<file path="config.mk">
export PLATFORM = sky130hd
export DESIGN_NAME = instruction_fetch
export DESIGN_NICKNAME = d
export VERILOG_FILES = /design/src/rtl/instruction_fetch.sv
export SDC_FILE = /design/constraint.sdc
export NUM_CORES = 1
export LEC_CHECK = 0
export CAP_MARGIN = 20
export CORE_UTILIZATION = 50
export DETAILED_ROUTE_END_ITERATION = 8
export DONT_BUFFER_PORTS = 1
export GPL_ROUTABILITY_DRIVEN = 1
export GPL_TIMING_DRIVEN = 0
export MAX_ROUTING_LAYER = met4
export SYNTH_ARGS = -nofsm -noshare
export SYNTH_HDL_FRONTEND = slang
export SYNTH_SLANG_ARGS = --single-unit
</file>
<file path="constraint.sdc">
create_clock -name clk -period 5.6 [get_ports clk]
set_input_delay 1.12 -clock clk [delete_from_list [all_inputs] [get_ports clk]]
set_output_delay 1.12 -clock clk [all_outputs]
set_load 0.05 [all_outputs]
</file>
<file path="src/rtl/instruction_fetch.sv">
// instruction_fetch: owns the PC, issues one instruction-memory read at a time
// and holds the returned word in a one-entry IF/ID buffer for decode.
module instruction_fetch #(
    parameter logic [31:0] RESET_PC  = 32'h0000_0000,
    parameter logic [31:0] NOP_INSTR = 32'h0000_0013
) (
    input  logic        clk,
    input  logic        rst,
    output logic        imem_req,
    output logic [31:0] imem_addr,
    input  logic [31:0] imem_rdata,
    input  logic        imem_rvalid,
    input  logic        redirect_valid,
    input  logic [31:0] redirect_pc,
    input  logic        decode_ready,
    output logic        instr_valid,
    output logic [31:0] instr,
    output logic [31:0] pc_out
);
    typedef enum logic [1:0] {FETCH, WAIT, DROP} state_e;

    state_e      state_q, state_d;
    logic [31:0] pc_q, pc_d, instr_q, instr_d, pc_out_q, pc_out_d;
    logic        valid_q, valid_d, go_q;
    logic        consume;

    assign consume     = valid_q && decode_ready;
    // go_q keeps the request low during reset and for the first cycle after it
    assign imem_req    = go_q && state_q == FETCH && !redirect_valid && (!valid_q || decode_ready);
    assign imem_addr   = pc_q;
    assign instr_valid = valid_q;
    assign instr       = instr_q;
    assign pc_out      = pc_out_q;

    always_comb begin
        state_d  = state_q;
        pc_d     = pc_q;
        pc_out_d = pc_out_q;
        valid_d  = valid_q && !consume;
        instr_d  = consume ? NOP_INSTR : instr_q;
        if (redirect_valid) begin
            pc_d    = {redirect_pc[31:2], 2'b00};
            valid_d = 1'b0;
            instr_d = NOP_INSTR;
            state_d = (state_q == FETCH || imem_rvalid) ? FETCH : DROP;
        end else begin
            case (state_q)
                FETCH: state_d = imem_req ? WAIT : FETCH;
                WAIT: begin
                    if (imem_rvalid) begin
                        valid_d  = 1'b1;
                        instr_d  = imem_rdata;
                        pc_out_d = pc_q;
                        pc_d     = pc_q + 32'd4;
                        state_d  = FETCH;
                    end
                end
                DROP:    state_d = imem_rvalid ? FETCH : DROP;
                default: state_d = FETCH;
            endcase
        end
    end

    always_ff @(posedge clk or posedge rst) begin
        if (rst) begin
            state_q  <= FETCH;
            pc_q     <= RESET_PC;
            instr_q  <= NOP_INSTR;
            pc_out_q <= RESET_PC;
            valid_q  <= 1'b0;
            go_q     <= 1'b0;
        end else begin
            state_q  <= state_d;
            pc_q     <= pc_d;
            instr_q  <= instr_d;
            pc_out_q <= pc_out_d;
            valid_q  <= valid_d;
            go_q     <= 1'b1;
        end
    end
endmodule

</file>
==> results of run 1 <==
[power by group through the flow]
stage / Combinational [W] / Clock, W / Sequential [W]
floorplan: 0.000144 / 0 / 0.00123
global placement: 0.000172 / 0 / 0.00126
detailed placement: 0.000183 / 0 / 0.00126
CTS: 0.000183 / 0.000520 / 0.00125
global route: 0.000207 / 0.000548 / 0.00126
finish: 0.000180 / 0.000510 / 0.00125
[worst max path at each step]
stage | from | endpoint
3_3_place_gp | rst | pc_out[19]$_DFFE_PP0P_
4_1_cts | redirect_valid | imem_req
2_1_floorplan | rst | go_q$_DFF_PP0_
5_1_grt | redirect_valid | imem_req
3_5_place_dp | redirect_valid | imem_req
6_report | redirect_valid | imem_req
[final cells by class]
class | instances | area, um2 | area share [%]
clock inverters | 6 | 92.6 | 1.99
clock buffers | 10 | 128 | 2.74
multi-input cells | 297 | 1700 | 36.6
well taps | 105 | 131 | 2.82
inverters | 6 | 25.0 | 0.538
flip-flops and latches | 96 | 2410 | 51.7
repair buffers | 1 | 27.5 | 0.592
plain buffers | 31 | 141 | 3.04
[state kept, by name, summed over array words and instances, names as in the netlist]
name / cells
go_q: 1
state_q: 2
imem_addr: 30
instr_valid: 1
instr: 32
pc_out: 30
[cell usage after synthesis (6+ instances only)]
cell,count,area (um2)
sky130_fd_sc_hd__a22o_1,29,254
sky130_fd_sc_hd__a31oi_1,15,93.8
sky130_fd_sc_hd__clkbuf_1,19,71.3
sky130_fd_sc_hd__dfrtp_1,93,2330
sky130_fd_sc_hd__inv_1,6,22.5
sky130_fd_sc_hd__nand2_1,105,394
sky130_fd_sc_hd__nand3_1,14,70.1
sky130_fd_sc_hd__nand4_1,12,75.1
sky130_fd_sc_hd__nor2_1,19,71.3
sky130_fd_sc_hd__o21ai_0,19,95.1
sky130_fd_sc_hd__o31ai_1,10,75.1
sky130_fd_sc_hd__or4_1,14,105
sky130_fd_sc_hd__xnor2_1,7,61.3
[cells by family after synthesis]
group | Yosys count
muxes | 2
adders and majority gates | 1
DFF | 96
AOI/OAI and AO/OA | 84
other | 2
buffers and inverters | 37
xor gates and xnor gates | 12
and+or+nand+nor | 193
[layer usage]
metal  wire length (um)  vias up  track usage [%]
li1                   -     1545                -
met1               4890     1671             34.7
met2               5100      133             38.4
met3                767       18             5.34
met4                265        0             11.7
met5                  0        -                -
[metrics by stage]
step | area, um2 | utilization (%) | power, W | worst slack (ns) | hold WS (ns)
3_3_place_gp | 4400 | 53.6 | 0.00143 | 0.914 | 0.591
6_report | 4650 | 56.6 | 0.00194 | 2.38 | 0.631
3_5_place_dp | 4430 | 53.9 | 0.00144 | 2.36 | 0.601
2_1_floorplan | 4270 | - | 0.00138 | 1.98 | 0.555
4_1_cts | 4650 | 56.6 | 0.00195 | 2.37 | 0.627
5_1_grt | 4650 | 56.6 | 0.00202 | 2.32 | 0.656
[tightest hold or removal path: cells and delay by family (launching register included)]
| family | cells | cell delay [ns] |
|---|---|---|
| DFF | 1 | 0.43 |
| and+or+nand+nor | 1 | 0.08 |
| muxes | 1 | 0.09 |
==> results summary, run 1 <==
The cell-internal power is 0.00111 W. The endpoint of the worst hold path is state_q[1]$_DFFE_PP0P_. After synthesis, the largest family of logic cells by area is simple AND/OR/NAND/NOR gates. The fraction of registers with async set/reset is 100%.

Counting the buffers created by CTS gives 9. The largest individual stage delay along the critical path comes from the cell sky130_fd_sc_hd__and4b_1. The worst-case IR drop observed on VDD is 0.000211 V. The total placed cells including tap cells came out at 536.

The filler cell count is 725. The proportion of power drawn by combinational gates came out at 9.3%. The count of yosys warnings during synthesis is 0. Net switching is 42.7% of the power.

The worst-case register-to-register setup slack is 2.75 ns. The root buffer cell is sky130_fd_sc_hd__clkbuf_8. The worst min-delay path startpoint is state_q[1]$_DFFE_PP0P_. The horizontal die dimension came out at 94.3 um.

The sequential element share of the synthesized area is 56.5%. The critical path capture point type is a primary output. The worst relative slew slack is 53.8%.

The number of gates on the worst path with buffers counted came out at 3. Counting along the longest clock path gives a buffer depth of 2. The worst hold path cell count is 2.

The fraction of final layout cells sized beyond drive strength 1 is 7.16%. The routed wire length is 11000 um. The minimum period implied by the final worst setup slack came out at 3.22 ns. The placed wire-length estimate after detailed placement came out at 7830 um. The number of antenna violations at the first check in global routing is 0. The number of buffer cells added on primary ports came out at 0.

The wire length of the first global-routing pass is 16700 um. The worst setup path is launched from an input pin. The maximum level of the CTS H-tree came out at 3. The fraction of synthesized area in multiplexers came out at 0.470%.

TritonCTS built the clock tree. The endpoint identified for the worst register-to-register timing path is imem_addr[26]$_DFFE_PP0P_. The class of the most critical setup path is in -> out. The cell leakage power is 2.05 nW. Counting both buffers and inverters, the worst setup path holds a total of 1. Traced cell by cell, the critical path runs through clkbuf_1 > nor2_1 > and4b_1. The most used flip-flop cell after synthesis is sky130_fd_sc_hd__dfrtp_1.

Data on the critical path arrives at its endpoint at 2.10 ns. The pin count of the biggest net entering global routing is 52. The worst-path maximum fanout is 10. In the routed design, unresolved DRC markers number 0. For this design, the CTS-stage hold fixing added 0 buffers. The initial core utilization is 51.8%.

The remaining antenna violation count is 0. The ratio of total power to cell area is 416 mW/mm2. The number of unique standard cell types used by synthesis came out at 45. After clock tree synthesis, the clock-pin slew on the worst setup and hold paths is 0.09 ns. The number of detailed-routing iterations run before antenna repair came out at 4. The total die area came out at 0.00889 mm2.

The max-slew violation count came out at 0. The average routed wire per standard cell is 20.0 um. The switching power summed over all nets came out at 0.000826 W. The number of vias per cell after detailed routing is 6.10. The maximum frequency from static timing analysis is 310 MHz. The simple-gate share of the synthesized area came out at 22.0%.

The via count of the routed design came out at 3367. The antenna diode count is 0. The non-filler instance count after layout came out at 552.

The latest clock arrival within the worst-skew pair came out at 0.38 ns. The number of setup buffers added after CTS is 0. Summing the areas of all xor and xnor instances in the mapped netlist gives 2.47% of the synthesized area. The setup TNS came out at 0 ns.

The total global routing track utilization came out at 26.1%. The largest stage delay on the critical path came out at 0.58 ns. The net count of the finished layout is 512.

The post-cts gate resize count is 0. Grouping stages by cell kind, the critical path spends the most delay in simple AND/OR/NAND/NOR gates. The slew of the pin with the lowest slew margin is 0.693 ns. Setup violations remaining at the end of the flow were counted as 0.

The number of clock sinks came out at 96. The placeable core region is 0.00822 mm2. The sequential share of power is 64.4%. Max-cap violations in this run came to 0.

The starting DRC count in detailed routing is 265. The adder-cell share of the synthesized area came out at 0.294%. The compound-cell area share of the yosys netlist came out at 14.2%. The flow ran to the end, and the final reports show no timing, DRC or antenna violations.

The share of the clock period used by the worst path came out at 57.6%. The top cell types in the final layout, fill and taps aside, are sky130_fd_sc_hd__nand2_1, sky130_fd_sc_hd__dfrtp_1, sky130_fd_sc_hd__a22o_1. The part of the power in the clock network came out at 26.3%. In this run the worst hold path is classified as reg -> reg. The source of the worst register-to-register timing path is imem_addr[2]$_DFFE_PP0P_. The via count of the first global-routing pass is 3233. The setup clock skew after layout came out at 0.00811 ns. The number of synthesized register bits is 96. The total grt overflow came out at 0.

The row count came out at 33. The average instance in the mapped netlist occupies 9.97 um2. The count of final hold-check violations is 0. Counting cells, the worst reg-to-reg path comes to 7. The placer's final routability congestion estimate is 0.804. The required time of the critical path is 4.48 ns.

Leaving out fill and tap cells, the most frequent cell in the layout is sky130_fd_sc_hd__nand2_1. The layout overhead on the synthesized area came out at 9.22%. The die is 94.3 um tall.

The I/O pin total is 167. The post-synthesis cell count is 427. Setup repair after global routing left no endpoint under its margin. The number of enable-type register cells in the synthesized netlist is 0.

The post-synthesis instance area is 0.00426 mm2.
(Power assumes the default switching activity.)
==> inputs of run 2 (changes only) <==
Clock period 5.6 ns to 3.3 ns, I/O delays scaled along.
==> results of run 2 <==
Same layout as run 1 (identical final DEF). Status: completed.
Main changes from that run: setup slack after placement 2.36 ns -> 0.439 ns; clock-pin slew on the worst setup and hold paths 0.09 ns -> 0.10 ns; setup slack after layout 2.38 ns -> 0.450 ns; hold slack 0.631 ns -> 0.202 ns; start point of the critical path redirect_valid -> imem_addr[2]$_DFFE_PP0P_; end point of the critical path imem_req -> imem_addr[26]$_DFFE_PP0P_; register-to-register setup slack 2.75 ns -> 0.45 ns; total power 0.00194 W -> 0.00329 W; worst IR drop on VDD 0.000211 V -> 0.000357 V
==> inputs of run 3 (changes only) <==
Settings changed: CTS_CLUSTER_DIAMETER from default to 120.
==> results of run 3 <==
Same layout as run 1 (identical final DEF). Status: completed.
Main changes from that run: setup slack after placement 2.36 ns -> 0.439 ns; clock-pin slew on the worst setup and hold paths 0.09 ns -> 0.10 ns; setup slack after layout 2.38 ns -> 0.450 ns; hold slack 0.631 ns -> 0.202 ns; start point of the critical path redirect_valid -> imem_addr[2]$_DFFE_PP0P_; end point of the critical path imem_req -> imem_addr[26]$_DFFE_PP0P_; register-to-register setup slack 2.75 ns -> 0.45 ns; total power 0.00194 W -> 0.00329 W; worst IR drop on VDD 0.000211 V -> 0.000357 V
